===== config.mk =====
export PLATFORM = sky130hd
export DESIGN_NAME = prm_obstacle_scan
export DESIGN_NICKNAME = d
export VERILOG_FILES = /design/src/rtl/prm_scan_pkg.sv /design/src/rtl/prm_edge_accum.sv /design/src/rtl/prm_obstacle_scan.sv
export SDC_FILE = /design/constraint.sdc
export NUM_CORES = 1
export LEC_CHECK = 0
export ABC_AREA = 1
export CAP_MARGIN = 10
export CELL_PAD_IN_SITES_DETAIL_PLACEMENT = 1
export CELL_PAD_IN_SITES_GLOBAL_PLACEMENT = 1
export CORE_UTILIZATION = 27
export CTS_CLUSTER_SIZE = 28
export DETAILED_ROUTE_END_ITERATION = 12
export GPL_TIMING_DRIVEN = 0
export PLACE_DENSITY = 0.84
export SYNTH_ARGS = -nofsm -noshare
export SYNTH_HDL_FRONTEND = slang
export SYNTH_SLANG_ARGS = --single-unit

===== constraint.sdc =====
create_clock -name clk -period 1.8 [get_ports clk]
set_clock_uncertainty 0.2 [all_clocks]
set_input_delay 0.36 -clock clk [delete_from_list [all_inputs] [get_ports clk]]
set_output_delay 0.36 -clock clk [all_outputs]
set_load 0.05 [all_outputs]

===== src/rtl/prm_scan_pkg.sv =====
// Shared types and constants for the PRM obstacle scan driver.
// Obstacle code bit positions follow the checker inputs A..O.
package prm_scan_pkg;

  localparam int CODE_W_DEFAULT = 15;

  typedef enum logic [1:0] {
    IDLE  = 2'd0,
    SCAN  = 2'd1,
    FLUSH = 2'd2,
    DONE  = 2'd3
  } scan_state_t;

  localparam int BIT_A = 0;
  localparam int BIT_B = 1;
  localparam int BIT_C = 2;
  localparam int BIT_D = 3;
  localparam int BIT_E = 4;
  localparam int BIT_F = 5;
  localparam int BIT_G = 6;
  localparam int BIT_H = 7;
  localparam int BIT_I = 8;
  localparam int BIT_J = 9;
  localparam int BIT_K = 10;
  localparam int BIT_L = 11;
  localparam int BIT_M = 12;
  localparam int BIT_N = 13;
  localparam int BIT_O = 14;

endpackage


===== src/rtl/prm_edge_accum.sv =====
// Blocked-edge bitmap: ORs the checker bank's edge mask in while a code is pending.
module prm_edge_accum #(
  parameter int NUM_EDGES = 64
) (
  input  logic                 clk,
  input  logic                 rst,
  input  logic                 clr,
  input  logic                 en,
  input  logic [NUM_EDGES-1:0] chk_mask,
  output logic [NUM_EDGES-1:0] blocked
);

  always_ff @(posedge clk) begin
    if (rst || clr) begin
      blocked <= '0;
    end else if (en) begin
      blocked <= blocked | chk_mask;
    end
  end

endmodule


===== src/rtl/prm_obstacle_scan.sv =====
// Streams obstacle codes onto the shared checker bus and collects the blocked-edge bitmap.
// Handshake: a code transfers on any rising edge where obs_valid and obs_ready are both high.
module prm_obstacle_scan
  import prm_scan_pkg::*;
#(
  parameter int CODE_W    = CODE_W_DEFAULT,
  parameter int NUM_EDGES = 64,
  parameter int CNT_W     = 16
) (
  input  logic                 clk,
  input  logic                 rst,
  input  logic                 start,
  input  logic                 obs_valid,
  input  logic [CODE_W-1:0]    obs_code,
  input  logic                 obs_last,
  output logic                 obs_ready,
  output logic [CODE_W-1:0]    chk_code,
  input  logic [NUM_EDGES-1:0] chk_mask,
  output logic [NUM_EDGES-1:0] blocked,
  output logic                 busy,
  output logic                 done,
  output logic [CNT_W-1:0]     obs_count,
  output logic [1:0]           state
);

  scan_state_t state_q, state_d;
  logic        pend;
  logic        hs;
  logic        clr;

  assign hs  = obs_valid && obs_ready;
  assign clr = (state_q == IDLE) && start;

  always_ff @(posedge clk) begin
    if (rst) begin
      state_q <= IDLE;
    end else begin
      state_q <= state_d;
    end
  end

  always_comb begin
    state_d = state_q;
    case (state_q)
      IDLE:    if (start) state_d = SCAN;
      SCAN:    if (hs && obs_last) state_d = FLUSH;
      FLUSH:   state_d = DONE;
      DONE:    state_d = IDLE;
      default: state_d = IDLE;
    endcase
  end

  always_comb begin
    obs_ready = (state_q == SCAN);
    busy      = (state_q == SCAN) || (state_q == FLUSH);
    done      = (state_q == DONE);
    state     = state_q;
  end

  // pend marks that chk_mask reflects a freshly accepted code this cycle.
  always_ff @(posedge clk) begin
    if (rst) begin
      chk_code  <= '0;
      pend      <= 1'b0;
      obs_count <= '0;
    end else begin
      pend <= hs;
      if (hs) begin
        chk_code <= obs_code;
      end
      if (clr) begin
        obs_count <= '0;
      end else if (hs && (obs_count != '1)) begin
        obs_count <= obs_count + CNT_W'(1);
      end
    end
  end

  prm_edge_accum #(
    .NUM_EDGES(NUM_EDGES)
  ) u_accum (
    .clk      (clk),
    .rst      (rst),
    .clr      (clr),
    .en       (pend),
    .chk_mask (chk_mask),
    .blocked  (blocked)
  );

endmodule

==> impl_metrics.toml <==
[run_status]
status = "complete, no violations"

[layout]
drive_gt1_share_pct = 19.66
final_cell_mix = "100 x nor2_1, 90 x a21oi_1, 87 x dfxtp_1, 81 x clkdlybuf4s50_1, 70 x nand2_1"
fin_area_um2 = 5939
multi_input_area_um2 = 1511
utilization_pct = 46.69
nets = 726
syn_to_final_growth_pct = 67.32
fill_cells = 1571
mostFrequentLayoutCell = "nor2_1"
antennaDiodeCount = 0
final_cell_count_no_fill = 813
register_area_um2 = 1981

[route]
routed-via-count = 3700
firstDrtPassIters = 4
avgRoutedWirePerCell_um = 15.07
drt-total-wl_um = 12250
ant_nets = 0
drt_iter0_drc = 118
via_per_inst = 4.551
drc = 0

[synth]
synth_compound_area_share_pct = 13.75
syn_inst = 435
yosysUniqueCellTypes = 24
synthMuxAreaShare_pct = 0
yosys_warnings = 0
ys_ff_latch = 98
synth-xor-area-share_pct = 0
synthSimpleGateAreaFrac_pct = 25.13
post_synth.cell_area_avg_um2 = 8.160
synth_nets = 525
synthAdderAreaFrac_pct = 2.115
synth_top_area_share_pct = 55.27
synth_top_family_by_area = "simple AND/OR/NAND/NOR gates"
synth_area_leaders = "dfxtp_1 55%, a21oi_1 13%, nor2_1 11%"
syn_area_um2 = 3550
ys_seq_area_share_pct = 55.27
synth_top_cell_by_area = "dfxtp_1"

[power]
leakage_nw = 2.264
switchingPower_mw = 2.245
peakVddDrop_mv = 0.6135
combPwrFrac_pct = 30.7
clkPwrFrac_pct = 32.1
swShare_pct = 34.25
p_int_mw = 4.311
power.share.sequential_pct = 37.2
p_per_area_nw_per_um2 = 1104

[worst_setup_path]
critPathBufInv = 1
crit_path_start_kind = "flop"
cp-endpoint = "blocked[49]"
r2r_slack_ns = 0.07
cp_cell_sequence = "dlygate4sd2_1"
reg2reg_to = "obs_count[13]"
cp_top_family = "buffers and inverters"
crit_type = "reg2out"
crit_path_max_incr_delay_ns = 0.54
cp.depth = 1
cp_max_fo = 2
crit_required_ns = 1.24
worst_setup_path_end_kind = "output port"
r2r-start = "obs_count[0]"
startpoint = "u_accum.blocked[49]"
reg2regPathDepth = 7
worstPathArrival_ns = 1.21
critPathSlowestCell = "dlygate4sd2_1"

[die]
io_pins = 184
die_h_um = 116.7
die_w_um = 116.7
placeableCoreArea_um2 = 12720
die_area_um2 = 13610
rows = 41
start_util_pct = 27.90

[clock_tree]
htreeDepth = 3
cts_tree = "yes"
root_buffer = "clkbuf_16"
clk_latency_ns = 0.34
clk_path_buf_depth = 2
postCtsHoldBufs = 0
clkSinkCount = 98
numCtsBuffers = 9
clkTransAtPathRegs_ns = 0.07

[timing]
worst_slew_pin_slew_ns = 0.5285
slew_headroom_pct = 64.90
max_freq_ghz = 0.5639
hold_viol = 0
slew_viol_final = 0
setup_viol = 0
worst_slack_ns = 0.02651
period_share_pct = 98.53
period_needed_ns = 1.773

[place]
place_area_um2 = 5623
dp.final_hpwl_um = 9227
dp.cells = 789
dp_slack_ns = -0.4223
routabilityCongestion = 0.7784
io_buffers = 182

[job]
maxCapViolations = 0

[worst_hold_path]
hold_path.class = "in2reg"
whs_path_depth = 2

[global_routing]
antenna_found_initial = 0
overflow = 0
grt_pass1_vias = 3967
grt_max_degree = 17
grt_pass1_wl_um = 18890
grtUsageTotal_pct = 18.08
Yosys cell counts, drive strengths merged:
library cell / instances
nor2: 113
dfxtp: 98
a21oi: 91
nand2: 75
nand3: 14
clkbuf: 13
inv: 11
buf: 7
ha: 6
nand4: 3
a211oi: 1
nand3b: 1
o21ai: 1
o31a: 1
metrics by stage:
| stage | power (mW) | TNS, ns | hold WS [ns] |
|---|---|---|---|
| 2_1_floorplan | 3.689 | 0 | 0.3029 |
| 3_3_place_gp | 4.336 | -17.40 | 0.2516 |
| 3_5_place_dp | 4.419 | -21.20 | 0.2596 |
| 4_1_cts | 6.526 | -0.02066 | 0.1236 |
| 5_1_grt | 6.841 | -0.002484 | 0.1440 |
| 6_report | 6.556 | 0 | 0.1326 |
metal layers:
| metal | wire length (um) | track usage [%] | vias up | part of all wire, % |
|---|---|---|---|---|
| li1 | - | - | 1819 | - |
| met1 | 4579 | 18.27 | 1754 | 37 |
| met2 | 6653 | 34.56 | 107 | 54 |
| met3 | 789 | 6.020 | 20 | 6.4 |
| met4 | 226 | 6.076 | 0 | 1.8 |
| met5 | 0 | 0 | - | 0 |
power by group through the flow:
stage	Clock (mW)	Combinational, mW	Sequential, mW
4_1_cts	2.15	1.94	2.43
3_5_place_dp	0	1.94	2.48
6_report	2.10	2.01	2.44
3_3_place_gp	0	1.87	2.46
5_1_grt	2.24	2.15	2.46
2_1_floorplan	0	0.729	2.96
registers in the layout, indices dropped and copies added (netlist names):
name and flops:
u_accum.blocked 64, obs_count 16, chk_code 15, state 2
pend 1
how the worst min path moves through the flow:
stage	start	to	slack, ns
global placement	chk_code[12]	chk_code[12]	0.25
floorplan	obs_code[0]	chk_code[0]	0.30
global route	rst	state[1]	0.14
CTS	rst	chk_code[1]	0.12
finish	rst	chk_code[1]	0.13
detailed placement	chk_code[9]	chk_code[9]	0.26
logic make-up (layout without fill, tap and decap cells):
family,after synthesis,after routing
flip-flops,98,98
AND/OR/NAND/NOR,206,206
adder cells (fa/ha/maj),6,6
AO/OA/AOI/OAI,94,94
buffers and inverters,31,237
layout make-up:
cell class / instances / share of cell area (%)
Sequential cell: 98 / 33.35
Clock inverter: 5 / 1.454
Inverter: 11 / 0.9058
Multi-Input combinational cell: 306 / 25.45
Clock buffer: 11 / 4.087
Buffer: 20 / 1.727
Tap cell: 172 / 3.623
Timing Repair Buffer: 190 / 29.41
timing repair:
item / CTS / global route
endpoints found under the setup margin: 161 / 85
pin swaps: 1 / 3
hold endpoints to repair: 0 / 0
buffers inserted: 2 / 6
gates resized for setup: 193 / 82
cloned: 0 / 0
Power figures use the tool's default switching activity.
